[config.mk]
export PLATFORM = sky130hd
export DESIGN_NAME = layer_task_sequencer
export DESIGN_NICKNAME = d
export VERILOG_FILES = /design/src/rtl/layer_task_sequencer_pkg.sv /design/src/rtl/layer_task_sequencer_watchdog.sv /design/src/rtl/layer_task_sequencer.sv
export SDC_FILE = /design/constraint.sdc
export NUM_CORES = 1
export LEC_CHECK = 0
export CORE_ASPECT_RATIO = 0.5
export CORE_UTILIZATION = 30
export DETAILED_ROUTE_END_ITERATION = 10
export GPL_TIMING_DRIVEN = 0
export HOLD_SLACK_MARGIN = 0.02
export PLACE_DENSITY = 0.55
export SYNTH_ARGS = -nofsm -noshare
export SYNTH_HDL_FRONTEND = slang
export SYNTH_SLANG_ARGS = --single-unit
export TNS_END_PERCENT = 10
[constraint.sdc]
create_clock -name clk -period 1.9 [get_ports clk]
set_input_delay 0.475 -clock clk [delete_from_list [all_inputs] [get_ports clk]]
set_output_delay 0.475 -clock clk [all_outputs]
set_load 0.03 [all_outputs]
[src/rtl/layer_task_sequencer_pkg.sv]
// layer_task_sequencer_pkg
// Shared definitions for the layer task sequencer: descriptor op encodings,
// descriptor field offsets, the sequencer state enum and error codes.
package layer_task_sequencer_pkg;

    // Op field is {recv, send, conv}
    localparam logic [2:0] OP_END       = 3'b000;
    localparam logic [2:0] OP_RECV      = 3'b100;
    localparam logic [2:0] OP_SEND      = 3'b010;
    localparam logic [2:0] OP_CONV      = 3'b001;
    localparam logic [2:0] OP_RECV_CONV = 3'b101;

    // Descriptor field layout
    localparam int OP_LSB   = 0;
    localparam int OP_W     = 3;
    localparam int REP_LSB  = 3;
    localparam int REP_W    = 10;
    localparam int RSVD_LSB = 13;

    localparam int OP_RECV_BIT = 2;
    localparam int OP_SEND_BIT = 1;
    localparam int OP_CONV_BIT = 0;

    typedef enum logic [2:0] {
        ST_IDLE,
        ST_FETCH,
        ST_DECODE,
        ST_ISSUE,
        ST_MASK,
        ST_WAIT,
        ST_DONE,
        ST_ERROR
    } state_e;

    localparam logic [1:0] ERR_NONE    = 2'b00;
    localparam logic [1:0] ERR_OP      = 2'b01;
    localparam logic [1:0] ERR_TIMEOUT = 2'b10;

    function automatic logic op_is_legal(input logic [OP_W-1:0] op);
        return (op == OP_RECV) || (op == OP_SEND) ||
               (op == OP_CONV) || (op == OP_RECV_CONV);
    endfunction

endpackage

[src/rtl/layer_task_sequencer_watchdog.sv]
// task_watchdog
// Saturating wait-cycle counter. Cleared by clr, advances while en is high.
// expired is asserted on the enabled cycle that completes 2^TIMEOUT_W-1
// counted cycles (and on any enabled cycle after that).
// Ports: clk, rst (sync, active-high), clr, en in; expired out.
module task_watchdog #(
    parameter int TIMEOUT_W = 24
) (
    input  logic clk,
    input  logic rst,
    input  logic clr,
    input  logic en,
    output logic expired
);
    localparam logic [TIMEOUT_W-1:0] CNT_MAX  = '1;
    localparam logic [TIMEOUT_W-1:0] CNT_LAST = CNT_MAX - 1'b1;

    logic [TIMEOUT_W-1:0] cnt_q, cnt_d;

    always_comb begin
        cnt_d = cnt_q;
        if (clr) begin
            cnt_d = '0;
        end else if (en && (cnt_q != CNT_MAX)) begin
            cnt_d = cnt_q + 1'b1;
        end
    end

    always_ff @(posedge clk) begin
        if (rst) cnt_q <= '0;
        else     cnt_q <= cnt_d;
    end

    // cnt_q holds the wait cycles already elapsed; the current cycle is the
    // last one of the budget when cnt_q reaches CNT_LAST.
    assign expired = en && (cnt_q >= CNT_LAST);

endmodule

[src/rtl/layer_task_sequencer.sv]
// layer_task_sequencer
// Walks a descriptor program in BRAM and issues each op to the recv/send/conv
// task controller as a one-cycle task_valid pulse, repeating each op R+1
// times and waiting for ap_done between issues, until an end marker.
// Ports:
//   clk, rst (sync, active-high)
//   prog_start/prog_base in; prog_busy, prog_done, prog_error, err_code out
//   desc_rd_en/desc_rd_addr out, desc_rd_data in (1-cycle read latency)
//   task_valid, recv_enable, send_enable, conv_start out; ap_done in
//   task_count out: issues since last accepted start
module layer_task_sequencer
    import layer_task_sequencer_pkg::*;
#(
    parameter int ADDR_W    = 10,
    parameter int DESC_W    = 16,
    parameter int TIMEOUT_W = 24,
    parameter int MASK_CYC  = 2
) (
    input  logic              clk,
    input  logic              rst,
    input  logic              prog_start,
    input  logic [ADDR_W-1:0] prog_base,
    output logic              prog_busy,
    output logic              prog_done,
    output logic              prog_error,
    output logic [1:0]        err_code,
    output logic              desc_rd_en,
    output logic [ADDR_W-1:0] desc_rd_addr,
    input  logic [DESC_W-1:0] desc_rd_data,
    output logic              task_valid,
    output logic              recv_enable,
    output logic              send_enable,
    output logic              conv_start,
    input  logic              ap_done,
    output logic [15:0]       task_count
);
    localparam int MSK_W = (MASK_CYC > 2) ? $clog2(MASK_CYC) : 1;
    localparam logic [MSK_W-1:0] MASK_LAST = (MASK_CYC > 0) ? MSK_W'(MASK_CYC - 1) : '0;

    state_e            state_q, state_d;
    logic [ADDR_W-1:0] addr_q, addr_d;
    logic [OP_W-1:0]   op_q, op_d;
    logic [REP_W-1:0]  rep_q, rep_d;
    logic [MSK_W-1:0]  mask_q, mask_d;
    logic [15:0]       task_count_q, task_count_d;
    logic              err_q, err_d;
    logic [1:0]        err_code_q, err_code_d;

    logic              wd_expired;
    logic [OP_W-1:0]   rd_op;
    logic [REP_W-1:0]  rd_rep;
    logic              unused_rsvd;

    assign rd_op       = desc_rd_data[OP_LSB +: OP_W];
    assign rd_rep      = desc_rd_data[REP_LSB +: REP_W];
    assign unused_rsvd = ^desc_rd_data[DESC_W-1:RSVD_LSB];

    // Watchdog restarts on every issue so each WAIT gets a full budget.
    task_watchdog #(.TIMEOUT_W(TIMEOUT_W)) u_watchdog (
        .clk     (clk),
        .rst     (rst),
        .clr     (state_q == ST_ISSUE),
        .en      (state_q == ST_WAIT),
        .expired (wd_expired)
    );

    always_comb begin
        state_d      = state_q;
        addr_d       = addr_q;
        op_d         = op_q;
        rep_d        = rep_q;
        mask_d       = mask_q;
        task_count_d = task_count_q;
        err_d        = err_q;
        err_code_d   = err_code_q;

        case (state_q)
            ST_IDLE: begin
                if (prog_start) begin
                    addr_d       = prog_base;
                    task_count_d = '0;
                    err_d        = 1'b0;
                    err_code_d   = ERR_NONE;
                    state_d      = ST_FETCH;
                end
            end
            ST_FETCH: state_d = ST_DECODE;
            ST_DECODE: begin
                op_d  = rd_op;
                rep_d = rd_rep;
                if (rd_op == OP_END) begin
                    state_d = ST_DONE;
                end else if (op_is_legal(rd_op)) begin
                    state_d = ST_ISSUE;
                end else begin
                    err_d      = 1'b1;
                    err_code_d = ERR_OP;
                    state_d    = ST_ERROR;
                end
            end
            ST_ISSUE: begin
                task_count_d = task_count_q + 16'd1;
                mask_d       = '0;
                state_d      = (MASK_CYC > 0) ? ST_MASK : ST_WAIT;
            end
            ST_MASK: begin
                // ap_done is ignored here: the controller's done flag from
                // the previous task may still be high.
                mask_d = mask_q + 1'b1;
                if (mask_q == MASK_LAST) state_d = ST_WAIT;
            end
            ST_WAIT: begin
                if (wd_expired) begin
                    err_d      = 1'b1;
                    err_code_d = ERR_TIMEOUT;
                    state_d    = ST_ERROR;
                end else if (ap_done) begin
                    if (rep_q != '0) begin
                        rep_d   = rep_q - 1'b1;
                        state_d = ST_ISSUE;
                    end else begin
                        addr_d  = addr_q + 1'b1;
                        state_d = ST_FETCH;
                    end
                end
            end
            ST_DONE:  state_d = ST_IDLE;
            ST_ERROR: state_d = ST_IDLE;
            default:  state_d = ST_IDLE;
        endcase
    end

    always_ff @(posedge clk) begin
        if (rst) begin
            state_q      <= ST_IDLE;
            addr_q       <= '0;
            op_q         <= '0;
            rep_q        <= '0;
            mask_q       <= '0;
            task_count_q <= '0;
            err_q        <= 1'b0;
            err_code_q   <= ERR_NONE;
        end else begin
            state_q      <= state_d;
            addr_q       <= addr_d;
            op_q         <= op_d;
            rep_q        <= rep_d;
            mask_q       <= mask_d;
            task_count_q <= task_count_d;
            err_q        <= err_d;
            err_code_q   <= err_code_d;
        end
    end

    assign task_valid   = (state_q == ST_ISSUE);
    assign recv_enable  = task_valid && op_q[OP_RECV_BIT];
    assign send_enable  = task_valid && op_q[OP_SEND_BIT];
    assign conv_start   = task_valid && op_q[OP_CONV_BIT];
    assign desc_rd_en   = (state_q == ST_FETCH);
    assign desc_rd_addr = addr_q;
    assign prog_busy    = (state_q != ST_IDLE);
    assign prog_done    = (state_q == ST_DONE);
    assign prog_error   = err_q;
    assign err_code     = err_code_q;
    assign task_count   = task_count_q;

endmodule

==> results.sh <==
export IMPL_root_buffer="clkbuf_16"
export IMPL_grt_pass1_wl_um=20280
export IMPL_share_comb_of_total_power_pct=10.2
export IMPL_synth_edff_count=0
export IMPL_first_pass_iters=5
export IMPL_yosys_area_top_type="dfxtp_1"
export IMPL_rsz0062_at_grt="yes"
export IMPL_crit_type="reg -> reg"
export IMPL_max_cap_viol_count=0
export IMPL_areaGrowthSynthToFinish_pct=45.99
export IMPL_rows=29
export IMPL_antenna_cells=0
export IMPL_p_clk_share_pct=49.6
export IMPL_fin_cells=777
export IMPL_post_dp_hpwl_um=8192
export IMPL_power_density_mw_per_mm2=657.0
export IMPL_ys_flop_type="dfxtp_1"
export IMPL_core_region_area_mm2=0.01274
export IMPL_hold_class="reg -> reg"
export IMPL_layout_drive_gt1_share_pct=26.36
export IMPL_antenna_found_initial=0
export IMPL_syn_area_per_cell_um2=7.899
export IMPL_dp_cells=729
export IMPL_clk_latency_ns=0.35
export IMPL_slew_headroom_pct=57.21
export IMPL_drv_slew=0
export IMPL_yosysTopAreaCellShare_pct=35.62
export IMPL_seqPwrFrac_pct=40.2
export IMPL_hold_slack_ns=0.4562
export IMPL_cp_end_kind="flip-flop"
export IMPL_drt_iter0_markers=177
export IMPL_switchingPower_uw=944.0
export IMPL_cp_max_fo=5
export IMPL_worstMarginPinSlew_ns=0.6419
export IMPL_port_buffers=61
export IMPL_hold_viol_final=0
export IMPL_synthCells=498
export IMPL_layout_setup_ws_ns=-0.07566
export IMPL_status="finished, violations left"
export IMPL_numClockSinks=70
export IMPL_chipWidth_um=163.9
export IMPL_hold_depth=2
export IMPL_power_leakage_nw=2.220
export IMPL_syn_cell_area_mm2=0.003934
export IMPL_yosysSeqAreaShare_pct=35.62
export IMPL_drc=0
export IMPL_ir_worst_vdd_mv=0.3243
export IMPL_ys_seq_elements=70
export IMPL_cts_tree="done"
export IMPL_grt_use_total_pct=18.92
export IMPL_routed_wl_um=12600
export IMPL_grt_max_degree=13
export IMPL_start_util_pct=30.89
export IMPL_vias_per_cell=5.393
export IMPL_drtAntennaViolNets=0
export IMPL_period_share_pct=104.0
export IMPL_nNetsFinal=638
export IMPL_yosys_top_cells_area="dfxtp_1, a21oi_1, nand2_1"
export IMPL_path_clk_slew_ns=0.06
export IMPL_gp_congestion=0.8267
export IMPL_finalSetupViolations=8
export IMPL_synthTopCellsByCount="dfxtp_1, nand2_1, a21oi_1, nor2_1, clkbuf_1"
export IMPL_cts_max_path_buffers=2
export IMPL_ios=66
export IMPL_globalRoute_totalOverflow=0
export IMPL_synth_fp_nets=534
export IMPL_p_int_mw=2.829
export IMPL_die_h_um=82.97
export IMPL_placed_cell_area_mm2=0.004760
export IMPL_post_route_util_pct=45.09
export IMPL_final_cell_area_mm2=0.005743
export IMPL_ys_warn_count=0
export IMPL_cts_htree_levels=3
export IMPL_ff2ff_path_depth=6
export IMPL_cp_arrival_ns=2.25
export IMPL_synth_cell_types=64
export IMPL_vias=4190
export IMPL_p_sw_share_pct=25.02
export IMPL_yosysMostFrequentCell="dfxtp_1"
export IMPL_max_freq_mhz=506.2
export IMPL_cp_start_kind="flip-flop"
export IMPL_required_ns=2.17
export IMPL_violations="negative setup slack"
export IMPL_wl_per_cell_um=16.21
export IMPL_grt_pass1_vias=4025
export IMPL_fin_worst_skew_ns=0.008420
export IMPL_async_flop_share_pct=0
export IMPL_die_area_mm2=0.01360
export IMPL_cts_buffers=9
export IMPL_min_period_ns=1.976
sequential cells by signal, summed over array words and instances (netlist names):
signal / count
prog_error: 1
desc_rd_addr: 10
mask_q: 1
u_watchdog.cnt_q: 24
err_code: 2
op_q: 3
task_count: 16
state_q: 3
rep_q: 10
kinds of logic after synthesis:
group,share of synthesized area (%)
and+or+nand+nor,27.89
xor gates and xnor gates,3.340
adders and majority gates,1.908
DFF,35.62
muxes,0.2862
AOI/OAI and AO/OA,26.05
buffers and inverters,4.898
layout make-up:
cell class              instances  area, um^2
clock inverters                 6       85.08
clock buffers                  10       239.0
repair buffers                 95       860.8
fillers                      1220        6993
inverters                      19       76.32
flip-flops and latches         70        1443
multi-input cells             380        2634
plain buffers                  27       192.7
well taps                     170       212.7
cell usage in the layout, fill, tap and decap left out, drive strengths merged, types with 6 or more instances in the layout:
cell type | synthesis | final
nand2 | 53 | 53
o311ai | 7 | 7
xnor2 | 15 | 15
clkdlybuf4s50 | 0 | 29
nand3 | 18 | 18
and2 | 9 | 9
o32ai | 9 | 9
a21oi | 51 | 51
and3 | 6 | 6
nand4 | 11 | 11
dlygate4sd2 | 0 | 18
dlymetal6s2s | 0 | 7
nor4 | 8 | 8
or3 | 9 | 9
a311oi | 7 | 7
a211oi | 9 | 9
nor3 | 14 | 14
buf | 8 | 50
dfxtp | 70 | 70
or4 | 7 | 7
o31ai | 8 | 8
ha | 6 | 6
clkbuf | 21 | 28
o21ai | 18 | 18
inv | 19 | 18
nor2 | 50 | 50
a22oi | 6 | 6
routing by layer:
metal,part of all wire [%],vias up,GRT usage [%]
met5,0,-,0
met4,1.5,0,6.397
met3,3.5,18,4.346
met2,46,79,29.58
met1,49,2022,25.52
li1,-,2071,-
stage by stage:
step	total power [mW]	setup slack, ns	setup TNS (ns)
finish	3.773	-0.07566	-0.2561
global route	3.890	-0.1523	-2.356
CTS	3.778	-0.05883	-0.2547
detailed placement	1.899	-0.8346	-25.03
global placement	1.899	-0.8753	-24.17
floorplan	1.737	-0.05809	-0.1385
critical path, stage by stage (launching register included):
cell and delay [ns]:
dfxtp_4 0.36, nand4_4 0.13, or2_0 0.25, buf_4 0.14
or4b_4 0.57, or3_4 0.35, a21oi_2 0.11
power by group through the flow:
stage	combinational (mW)	sequential, mW	clock [mW]
2_1_floorplan	0.156	1.58	0
3_3_place_gp	0.345	1.55	0
3_5_place_dp	0.346	1.55	0
4_1_cts	0.360	1.52	1.90
5_1_grt	0.415	1.52	1.96
6_report	0.384	1.52	1.87
worst paths after layout:
check	slack, ns	from	endpoint
min	0.46	op_q[1]	op_q[1]
max reg2reg	-0.08	u_watchdog.cnt_q[13]	u_watchdog.cnt_q[22]
min reg2reg	0.46	op_q[1]	op_q[1]
max	-0.08	u_watchdog.cnt_q[13]	u_watchdog.cnt_q[22]
what timing repair did:
item                                   4_1_cts  5_1_grt
hold buffers                                 0        0
setup endpoints to repair                   84       61
pin swaps                                   15       17
setup buffers                               20       14
resized for setup                          144       55
endpoints found under the hold margin        0        0
Power figures use the tool's default switching activity.
